`src/rtl/instr_fetch_unit_pkg.sv`:
```
// -----------------------------------------------------------------------------
// instr_fetch_unit_pkg
// Shared definitions for the fetch unit and the 8-bit instruction decoder:
// instruction width, opcode field position, opcode constants and the fetch
// FSM state encoding.
// -----------------------------------------------------------------------------
package instr_fetch_unit_pkg;

  localparam int INSTR_W    = 8;
  localparam int OPCODE_MSB = 7;
  localparam int OPCODE_LSB = 4;

  // Control-flow opcodes (instruction bits 7:4)
  localparam logic [3:0] OP_J   = 4'b1000;
  localparam logic [3:0] OP_JAL = 4'b1001;
  localparam logic [3:0] OP_BEQ = 4'b1100;
  localparam logic [3:0] OP_BNE = 4'b1101;

  typedef enum logic [1:0] {
    ST_REQ   = 2'd0,  // request pending or in progress
    ST_ISSUE = 2'd1,  // instruction presented to the decoder
    ST_FLUSH = 2'd2   // waiting out a request made stale by a redirect
  } fetch_state_e;

  function automatic logic [3:0] get_opcode(input logic [INSTR_W-1:0] instr);
    return instr[OPCODE_MSB:OPCODE_LSB];
  endfunction

endpackage

```
`src/rtl/instr_fetch_unit.sv`:
```
// -----------------------------------------------------------------------------
// instr_fetch_unit
// Fetch sequencer: owns the PC, reads instruction memory over a req/ack
// handshake and hands each instruction to the decoder over valid/ready.
// A redirect (taken branch/jump) loads the PC; a request already on the
// memory bus is held until acked and its data is discarded.
//
// Ports
//   clk, reset         clock (rising edge), asynchronous active-high reset
//   imem_req/addr      read request and address to instruction memory
//   imem_ack/rdata     memory completion and returned instruction
//   instr_valid        instruction/instr_pc valid for the decoder
//   instruction        fetched instruction
//   instr_pc           address of the presented instruction
//   instr_ready        decoder accepts the presented instruction
//   redirect/target    taken branch or jump, new PC
// All outputs are registered.
// -----------------------------------------------------------------------------
module instr_fetch_unit
  import instr_fetch_unit_pkg::*;
#(
  parameter int                ADDR_W   = 8,
  parameter logic [ADDR_W-1:0] RESET_PC = '0
) (
  input  logic               clk,
  input  logic               reset,
  output logic               imem_req,
  output logic [ADDR_W-1:0]  imem_addr,
  input  logic               imem_ack,
  input  logic [INSTR_W-1:0] imem_rdata,
  output logic               instr_valid,
  output logic [INSTR_W-1:0] instruction,
  output logic [ADDR_W-1:0]  instr_pc,
  input  logic               instr_ready,
  input  logic               redirect,
  input  logic [ADDR_W-1:0]  redirect_target
);

  fetch_state_e       state_q;
  logic [ADDR_W-1:0]  pc_q;
  logic               imem_req_q;
  logic [ADDR_W-1:0]  imem_addr_q;
  logic               instr_valid_q;
  logic [INSTR_W-1:0] instruction_q;
  logic [ADDR_W-1:0]  instr_pc_q;

  logic [ADDR_W-1:0]  pc_plus1_d;
  logic [ADDR_W-1:0]  pc_sel_d;

  // Wraps naturally from all-ones to zero.
  assign pc_plus1_d = pc_q + 1'b1;
  // PC to use for the next request when a redirect may land this cycle.
  assign pc_sel_d   = redirect ? redirect_target : pc_q;

  // NOTE: every register here is updated with <= so all of them see the
  // pre-edge values; mixing in = would make results depend on statement order.
  always_ff @(posedge clk or posedge reset) begin
    if (reset) begin
      state_q       <= ST_REQ;
      pc_q          <= RESET_PC;
      imem_req_q    <= 1'b0;
      imem_addr_q   <= RESET_PC;
      instr_valid_q <= 1'b0;
      instruction_q <= '0;
      instr_pc_q    <= RESET_PC;
    end else begin
      case (state_q)
        ST_REQ: begin
          if (!imem_req_q) begin
            // Request not yet on the bus (first cycle after reset).
            imem_req_q  <= 1'b1;
            imem_addr_q <= pc_sel_d;
            pc_q        <= pc_sel_d;
          end else if (imem_ack) begin
            if (redirect) begin
              // Data belongs to the old path: drop it, request the target.
              pc_q        <= redirect_target;
              imem_addr_q <= redirect_target;
            end else begin
              instruction_q <= imem_rdata;
              instr_pc_q    <= pc_q;
              instr_valid_q <= 1'b1;
              imem_req_q    <= 1'b0;
              state_q       <= ST_ISSUE;
            end
          end else if (redirect) begin
            // The bus request must stay stable until acked.
            pc_q    <= redirect_target;
            state_q <= ST_FLUSH;
          end
        end

        ST_ISSUE: begin
          if (redirect) begin
            // Redirect wins over a simultaneous accept.
            instr_valid_q <= 1'b0;
            pc_q          <= redirect_target;
            imem_addr_q   <= redirect_target;
            imem_req_q    <= 1'b1;
            state_q       <= ST_REQ;
          end else if (instr_ready) begin
            instr_valid_q <= 1'b0;
            pc_q          <= pc_plus1_d;
            imem_addr_q   <= pc_plus1_d;
            imem_req_q    <= 1'b1;
            state_q       <= ST_REQ;
          end
        end

        ST_FLUSH: begin
          // Latest redirect wins; the stale request keeps its old address.
          pc_q <= pc_sel_d;
          if (imem_ack) begin
            imem_addr_q <= pc_sel_d;
            state_q     <= ST_REQ;
          end
        end

        default: begin
          state_q    <= ST_REQ;
          imem_req_q <= 1'b0;
        end
      endcase
    end
  end

  assign imem_req    = imem_req_q;
  assign imem_addr   = imem_addr_q;
  assign instr_valid = instr_valid_q;
  assign instruction = instruction_q;
  assign instr_pc    = instr_pc_q;

endmodule
```
`config.mk`:
```
export PLATFORM = sky130hd
export DESIGN_NAME = instr_fetch_unit
export DESIGN_NICKNAME = d
export VERILOG_FILES = /design/src/rtl/instr_fetch_unit_pkg.sv /design/src/rtl/instr_fetch_unit.sv
export SDC_FILE = /design/constraint.sdc
export NUM_CORES = 1
export LEC_CHECK = 0
export BUFFER_PORTS_ARGS = -buffer_cell sky130_fd_sc_hd__buf_2
export CORE_ASPECT_RATIO = 0.7
export CORE_MARGIN = 4
export CORE_UTILIZATION = 30
export DETAILED_ROUTE_END_ITERATION = 8
export PLACE_DENSITY = 0.49
export SLEW_MARGIN = 20
export SYNTH_ARGS = -nofsm -noshare
export SYNTH_HDL_FRONTEND = slang
export SYNTH_SLANG_ARGS = --single-unit
```
`constraint.sdc`:
```
create_clock -name clk -period 2.5 [get_ports clk]
set_input_delay 0.75 -clock clk [delete_from_list [all_inputs] [get_ports clk]]
set_output_delay 0.75 -clock clk [all_outputs]
set_load 0.02 [all_outputs]
```
# == After elaboration in Yosys (flattened, before gate mapping) ==
# Cells that the tools add are included.
# classes
add_sub_neg,1
multipliers,0
n_div,0
order_cmp,0
eq_ne,11
shifts,0
n_mux,29
bitwise_logic,2
n_reduce_logical,11
# op_table
cell,count
8-bit 2-to-1 mux,7
8-bit case mux with 3 select lines,1
8-bit case mux with 2 select lines,1
"3-bit != test, second input constant",5
5-bit AND reduction,3
2-bit 2-to-1 mux,7
1-bit 2-to-1 mux,10
"8-bit by 1-bit adder with 8-bit output, second input constant",1
"2-bit != test, second input constant",4
2-bit case mux with 3 select lines,1
2-bit AND reduction,2
4-bit AND reduction,1
2-bit nonzero test,2
1-bit case mux with 3 select lines,1
3-bit nonzero test,1
"2-bit by 1-bit equality test with 1-bit output, second input constant",1
"2-bit equality test, second input constant",1
2-bit zero test,1
1-bit inverter,2
1-bit case mux with 2 select lines,1
2-bit OR reduction,1
# word_totals
regBits,36
latchBits,0
ram_bits,0
rom_bits,0
n_memories,0

# == Logic depth before layout (Yosys ltp) ==
# Gate-level depths: netlist (run 1).
# depth
word_depth,4
ltp_mapped,8
depth_no_buf,6

# == Worst setup path before layout (run 1) ==
# OpenSTA, ideal clock, no wires.
# synth_path
path_kind,input-to-reg
start,input port redirect
end,register imem_addr_q[2] (netlist: imem_addr[2])
t_arrival_ps,1793
setup_slack_ps,583
stages,6
cell_sequence,buf_4 > buf_4 > nor2_4 > mux2i_1 > o22ai_1 > mux2_2
# synth_via
elab_chain_cells,3
word_cells_on_any_way,8
classes_between,eq/ne: 2; mux: 5; reduce/logical: 1
# synth_rtl
element,line_no,text
"start, declared",instr_fetch_unit.sv:35,"input logic redirect,"
8-bit 2-to-1 mux,n/a,
"8-bit 2-to-1 mux, on equally long branches","instr_fetch_unit.sv:113, instr_fetch_unit.sv:69",
8-bit case mux with 3 select lines,instr_fetch_unit.sv:67,case (state_q)
"end signal, assigned",instr_fetch_unit.sv:72,imem_addr_q <= pc_sel_d;
"end signal, assigned",instr_fetch_unit.sv:78,imem_addr_q <= redirect_target;
"end signal, assigned",instr_fetch_unit.sv:114,imem_addr_q <= pc_sel_d;
"end, declared",instr_fetch_unit.sv:42,logic [ADDR_W-1:0] imem_addr_q;
# Parallel ways exist; a longest one is shown, timed or not. The select of a mux whose other input is x is not followed.
# A chain may end at the register's enable or synchronous reset.

# == Final worst setup path (run 1) ==
# layout_path
start,register state_q[1]
end,register imem_addr_q[2] (netlist: imem_addr[2])
# layout_via
elab_chain_cells,3
word_cells_on_any_way,10
classes_between,eq/ne: 6; mux: 1; reduce/logical: 3
# layout_rtl
element,line_no,text
"start, declared",instr_fetch_unit.sv:39,fetch_state_e state_q;
"start signal, assigned",instr_fetch_unit.sv:59,state_q <= ST_REQ;
"start signal, assigned",instr_fetch_unit.sv:84,state_q <= ST_ISSUE;
"start signal, assigned",instr_fetch_unit.sv:89,state_q <= ST_FLUSH;
2-bit by 1-bit equality test with 1-bit output (tied with other cells),instr_fetch_unit.sv:67,
3-bit != test (no source line) (tied with other cells),n/a,
5-bit AND reduction (no source line),n/a,
"end signal, assigned",instr_fetch_unit.sv:72,
"end signal, assigned",instr_fetch_unit.sv:78,
"end signal, assigned",instr_fetch_unit.sv:98,imem_addr_q <= redirect_target;
# Parallel ways exist; a longest one is shown, timed or not.

==> results.md, run 1 <==
* Critical R2R Capture: imem_addr[2]
* CTS tree: yes
* Mapped Cells at around 230
* Max_cap viols at 0
* Achievable Freq at 470.3 MHz
* First-pass GRT wire length at 9.991 mm
* Fin crit share at roughly 85%
* Synth Area in XOR/XNOR at 0%
* Slew of the pin with the lowest slew margin at 601.8 ps
* Post-route cell area at 2685 µm²
* Buffers added on ports at between 40 and 50
* Lkg Pwr at 0.001161 µW
* H-tree depth at 2
* # rows at 26
* Post-layout util at 36.52%
* Largest cells by area after synthesis: dfrtp_1 39%, mux2_2 8.9%, o21ai_0 4.6%
* TritonCTS Buffers at 5
* Synth top area share at 39.50%
* Final setup fails at 0
* Fin. Hold Viols at 0
* Largest net degree at the start of global routing at 37
* Vias per Instance at approximately 5.3
* Initial antenna violation count at 0
* Final min period at around 2100 ps
* Vias at 1,985
* Register bit total from synthesis at 36
* Syn_nets at 258
* Worst Path Buf+Inv at 1
* Setup tns final at 0 ps
* RSZ-0062 raised after global routing: false
* Routability-driven placement congestion ratio at 0.8539
* DIE AREA at roughly 9100 µm²
* CP endpoint kind: flop
* Placed Area at 2589 µm²
* Maximum clock insertion buffer count at 2
* Compound-Gate Fraction of Synth Area at between 20% and 30%
* Dpl cells at 367
* R2R Setup Slk at approximately 370 ps
* Final Skew at 5.515 ps
* Post-CTS Setup Inserts at 0
* Number of distinct library cells after synthesis at 51
* GRT overflow at 0
* Die Wd at between 100 and 150 µm
* Most numerous cell in the Yosys netlist: dfrtp_1
* Nets at 301
* Number of synthesized flops with an enable pin at 0
* Clk slew on worst S/H paths at 70 ps
* Drt drc at 0
* Critical-path maximum fanout at 9
* Die height at ~80 µm
* VDD IR-drop max at ~400 µV
* Detailed router's first-iteration violation count at 120
* Min-Delay Path Class: flop to flop
* Yosys top cell by area: dfrtp_1
* I/O Pins at 47
* Simple-Gate Fraction of Synth Area at roughly 16%
* Sequential share of the synthesized area at 39.50%
* Critical setup path kind: flop to flop
* CTS-repair resized insts at 0
* Hold Path Stages at 2
* Power consumption at 3570 µW
* Share of cells above drive strength 1 at 32.61%
* Slew HR at around 60%
* Drt first pass iters at 4
* # diodes at 0
* # clock sinks at 36
* Core footprint at roughly 7400 µm²
* Antenna Nets Post-Route at 0
* DPL Wire Length at 4.594 mm
* Arrival time of the worst setup path at about 2300 ps
* R2r worst-path depth at 6
* Adder-cell share of the synthesized area at around 2.2%
* Initial Utilization at between 30% and 40%
* Yosys warning total at 0
* Fin cells at ~370
* Total Routing Usage GR at ~14%
* Wire length per cell at 16.85 µm
* Worst r2r src: state_q[1]
* Pins Over Slew Limit at 0
* Routed Wire Length at 6.302 mm
* Avg Cell Area, Syn at approximately 9.8 µm²
* CP Cell Sequence: inv_1 > ha_1 > nor3b_2 > a311oi_2 > o21ai_2 > mux2_2
* CP top delay family: flip-flops
* Post-synth ARST share at 100.0%
* Largest family of logic cells by synthesized area: compound AO/OA/AOI/OAI gates
* Number of hold buffers added after CTS at 0
* Area of the mapped netlist at 2281 µm²
* Synth cell count leaders: 36 x dfrtp_1, 21 x o21ai_0, 18 x mux2_2, 15 x nand2_1
* Status: complete, no violations
* Hold Crit Endpoint: instr_pc[0]
* Startpoint types: flop
* CP peak stage delay at 420 ps
* Critical hold path startpoint: instr_pc[0]
* Main synth FF type: dfrtp_1
* Clock latency at the later pin of the worst-skew pair at 290 ps
* Layout area overhead at 17.72%
* Required time of the worst setup path at roughly 2700 ps
* P per Cell Area at 1330 nW/µm²
* Slowest stage cell, crit path: dfrtp_1
* Multiplexer share of the synthesized area at 12.84%
* Number of global-route vias before repair at 1,792
* Clk root buf: clkbuf_8
-- flip-flops by register name, indices dropped and copies added (netlist names) --
signal and flops:
instruction 8, state_q 2, instr_valid 1, pc_q 8, imem_req 1, instr_pc 8, imem_addr 8
-- worst max-delay path by stage --
| stage | endpoint | cells past startpoint | start | slack, ps |
|---|---|---|---|---|
| finish | imem_addr[2] | 6 | state_q[1] | 370 |
| global route | imem_addr[2] | 6 | state_q[1] | 230 |
| CTS | imem_addr[2] | 6 | state_q[1] | 380 |
| detailed placement | imem_addr[5] | 5 | redirect | 200 |
| global placement | pc_q[7] | 6 | redirect | 250 |
| floorplan | imem_addr[2] | 6 | redirect | 580 |
-- cells in the final DEF (no fill, tap or decap), types with 2 or more instances in the layout --
master / n
nor2b_1: 5
nand3_1: 6
buf_2: 46
o31ai_1: 3
a31oi_1: 9
o22ai_1: 3
nand2_1: 15
a32oi_1: 3
nor4_1: 2
clkbuf_8: 7
o31a_1: 2
nor3b_1: 2
mux2_2: 18
dfrtp_1: 36
a211oi_1: 2
o2bb2ai_1: 4
o211ai_1: 4
o21ai_0: 21
and4_1: 4
nor3_1: 5
nand2b_1: 4
mux2i_1: 9
a21oi_1: 8
o22a_1: 2
inv_1: 9
a221o_1: 3
nor2_1: 8
buf_4: 11
ha_1: 4
-- where the power goes --
part | internal [µW] | switching, µW
sequential | 871 | 294
combinational | 791 | 1160
clock | 246 | 211
-- layer usage --
metal	share of wire [%]	track usage (%)
met4	0.73	3.601
met1	52	22.34
met5	0	0
met3	9.0	3.574
met2	38	18.61
-- metrics by stage --
step,worst slack [ps],hold WS [ps]
after floorplan,582.7,534.3
after global placement,253.4,462.7
after detailed placement,199.1,467.6
after CTS,381.2,483.7
after global routing,228.6,518.3
final,373.9,475.0
-- cells by family (layout without fill, tap and decap cells) --
| kind of cell | after synthesis | in the layout |
|---|---|---|
| adders and majority gates | 4 | 4 |
| muxes | 27 | 27 |
| buffers and inverters | 30 | 73 |
| DFF | 36 | 36 |
| and+or+nand+nor | 62 | 62 |
| AOI/OAI and AO/OA | 74 | 74 |
-- cell type report --
cell class	instances	area [µm²]
Clock buffer	7	96.34
Sequential cell	36	900.9
Fill cell	789	4667
Timing Repair Buffer	57	312.8
Inverter	9	33.78
Multi-Input combinational cell	167	1219
Tap cell	98	122.6
-- worst reg2reg max path, stage by stage (launching register included) --
cell and delay (ps):
dfrtp_1 420, inv_1 120, ha_1 390, nor3b_2 360, a311oi_2 100, o21ai_2 250, mux2_2 390
No activity file was read; power rests on OpenSTA's default activity.
==> inputs of run 2 (changes only) <==
- ABC_CLOCK_PERIOD_IN_PS: unset -> 2500
- BUFFER_PORTS_ARGS: -buffer_cell sky130_fd_sc_hd__buf_2 -> -buffer_cell sky130_fd_sc_hd__clkbuf_2
==> run 2 against run 1 <==
Sequential share of layout area fell by 0.19 points. Critical path depth did not move. Via count grew 1.7%. First-iteration DRC count rose by 40%. Fmax is 3.4% higher. Die area is the same. Combinational power barely moved. Total power shrank 0.30%. Routed wire length is 0.17% lower. Clock skew fell by 0.50 ps. Largest cell class unchanged. Highest routed layer unchanged. Utilization increased by 0.20 points. Global-route usage increased by 0.33 points.
==> results.md, run 2 (same netlist as run 1, synthesis figures left out) <==
* Hold Crit Endpoint: instr_pc[2]
* Buffers added on ports at 46
* # rows at 26
* First-pass GRT wire length at approximately 10 mm
* Critical setup path kind: flop to flop
* Vias per Instance at 5.341
* Nets at slightly above 300
* Sequential Power Share at approximately 33%
* Net switching power at 1681 µW
* Total Routing Usage GR at 14.47%
* Slew HR at ~61%
* Clk slew on worst S/H paths at about 80 ps
* H-tree depth at 2
* Maximum clock insertion buffer count at 2
* Setup tns final at 0 ps
* Required time of the worst setup path at 2680 ps
* Vias at 2,019
* Fin. Hold Viols at 0
* Die Wd at 112.2 µm
* DIE AREA at 9085 µm²
* Detailed router's first-iteration violation count at ~170
* Critical hold path startpoint: instr_pc[2]
* I/O Pins at 47
* Critical-path maximum fanout at 8
* Power consumption at 3559 µW
* VDD IR-drop max at between 400 and 500 µV
* CTS-repair resized insts at 0
* R2r worst-path depth at 6
* Antenna Nets Post-Route at 0
* Clock latency at the later pin of the worst-skew pair at around 290 ps
* Largest net degree at the start of global routing at 37
* Fin cells at roughly 380
* CTS tree: yes
* Switching share of power at 47.23%
* Worst r2r src: state_q[0]
* P per Cell Area at 1318 nW/µm²
* TritonCTS Buffers at 5
* Min-Delay Path Class: flop to flop
* Hold Path Stages at 2
* Final min period at 2057 ps
* Initial antenna violation count at 0
* R2R Setup Slk at 440 ps
* Final Skew at 5.013 ps
* Initial Utilization at 31.02%
* Max_cap viols at 0
* Die height at 80.96 µm
* Critical R2R Capture: imem_addr[6]
* Post-CTS Setup Inserts at 0
* Clock network fraction of total power at approximately an eighth
* Drt drc at 0
* Core footprint at 7352 µm²
* GRT overflow at 0
* Startpoint types: flop
* Fin crit share at 82.26%
* Arrival time of the worst setup path at 2240 ps
* Status: complete, no violations
* Dpl cells at 370
* Number of global-route vias before repair at 1,914
* Pins Over Slew Limit at 0
* Lkg Pwr at 0.001171 µW
* Routability-driven placement congestion ratio at 0.8240
* # diodes at 0
* Internal at roughly 1900 µW
* RSZ-0062 raised after global routing: false
* Worst hold margin at 485.2 ps
* Clk root buf: clkbuf_8
* Fillers at between 700 and 800
* Commonest non-fill, non-tap cell in the layout: clkbuf_2
* Layout area overhead at 18.38%
* DPL Wire Length at 4.703 mm
* CP endpoint kind: flop
* Wire length per cell at 16.64 µm
* Share of cells above drive strength 1 at 33.21%
* Achievable Freq at 486.2 MHz
* Most frequent cells in the layout: 46 x clkbuf_2, 36 x dfrtp_1, 21 x o21ai_0
* # clock sinks at 36
* Drt first pass iters at 4
* Final setup fails at 0
* Slew of the pin with the lowest slew margin at 573.7 ps
* Routed Wire Length at 6.291 mm
* Number of hold buffers added after CTS at 0
* Logic pwr share at between 50 and 60%
[run 2: cell types whose count changed in the layout (fill, tap and decap cells not counted)]
cell,change
clkbuf_2,+46
clkinv_4,+1
clkbuf_8,-2
clkbuf_1,+1
buf_4,+3
clkinvlp_4,+1
buf_2,-46
[run 2: critical path: stages (launching register included)]
cell	delay (ps)
dfrtp_1	380
inv_1	100
ha_1	280
nor2b_1	210
a311oi_2	360
o21ai_2	230
a221o_1	390
[run 2: stage by stage]
| step | worst slack [ps] | instance area (µm²) | util [%] |
|---|---|---|---|
| global route | 336.5 | 2700 | 36.73 |
| CTS | 445.1 | 2700 | 36.73 |
| detailed placement | 300.7 | 2611 | 35.52 |
| global placement | 309.3 | 2611 | 35.52 |
| floorplan | 582.7 | 2281 | - |
| finish | 443.4 | 2700 | 36.73 |
[run 2: layer usage]
metal | track usage (%) | share of wire (%)
met1 | 22.20 | 54
met2 | 20.10 | 38
met3 | 3.500 | 6.7
met4 | 3.601 | 1.0
met5 | 0 | 0
[run 2: final cells by class]
cell class / count / area, µm² / area share, %
inverters: 9 / 33.78 / 1.251
well taps: 98 / 122.6 / 4.541
multi-input cells: 167 / 1219 / 45.13
clock inverters: 2 / 16.27 / 0.6024
clock buffers: 6 / 72.57 / 2.688
repair buffers: 60 / 335.3 / 12.42
flip-flops and latches: 36 / 900.9 / 33.36
[run 2: how the worst max path moves through the flow]
stage / from / to / slack, ps / cells after the start
floorplan: redirect / imem_addr[2] / 580 / 6
global placement: redirect / imem_addr[1] / 310 / 6
detailed placement: redirect / imem_addr[1] / 300 / 6
CTS: state_q[0] / imem_addr[5] / 450 / 6
global route: state_q[0] / imem_addr[5] / 340 / 6
finish: state_q[0] / imem_addr[6] / 440 / 6
[run 2: power groups by stage]
stage | registers (µW) | clock network [µW] | logic, µW
finish | 1170 | 424 | 1960
global route | 1220 | 469 | 2140
CTS | 1170 | 437 | 1980
detailed placement | 1180 | 0 | 1970
global placement | 1170 | 0 | 1980
floorplan | 1280 | 0 | 1260
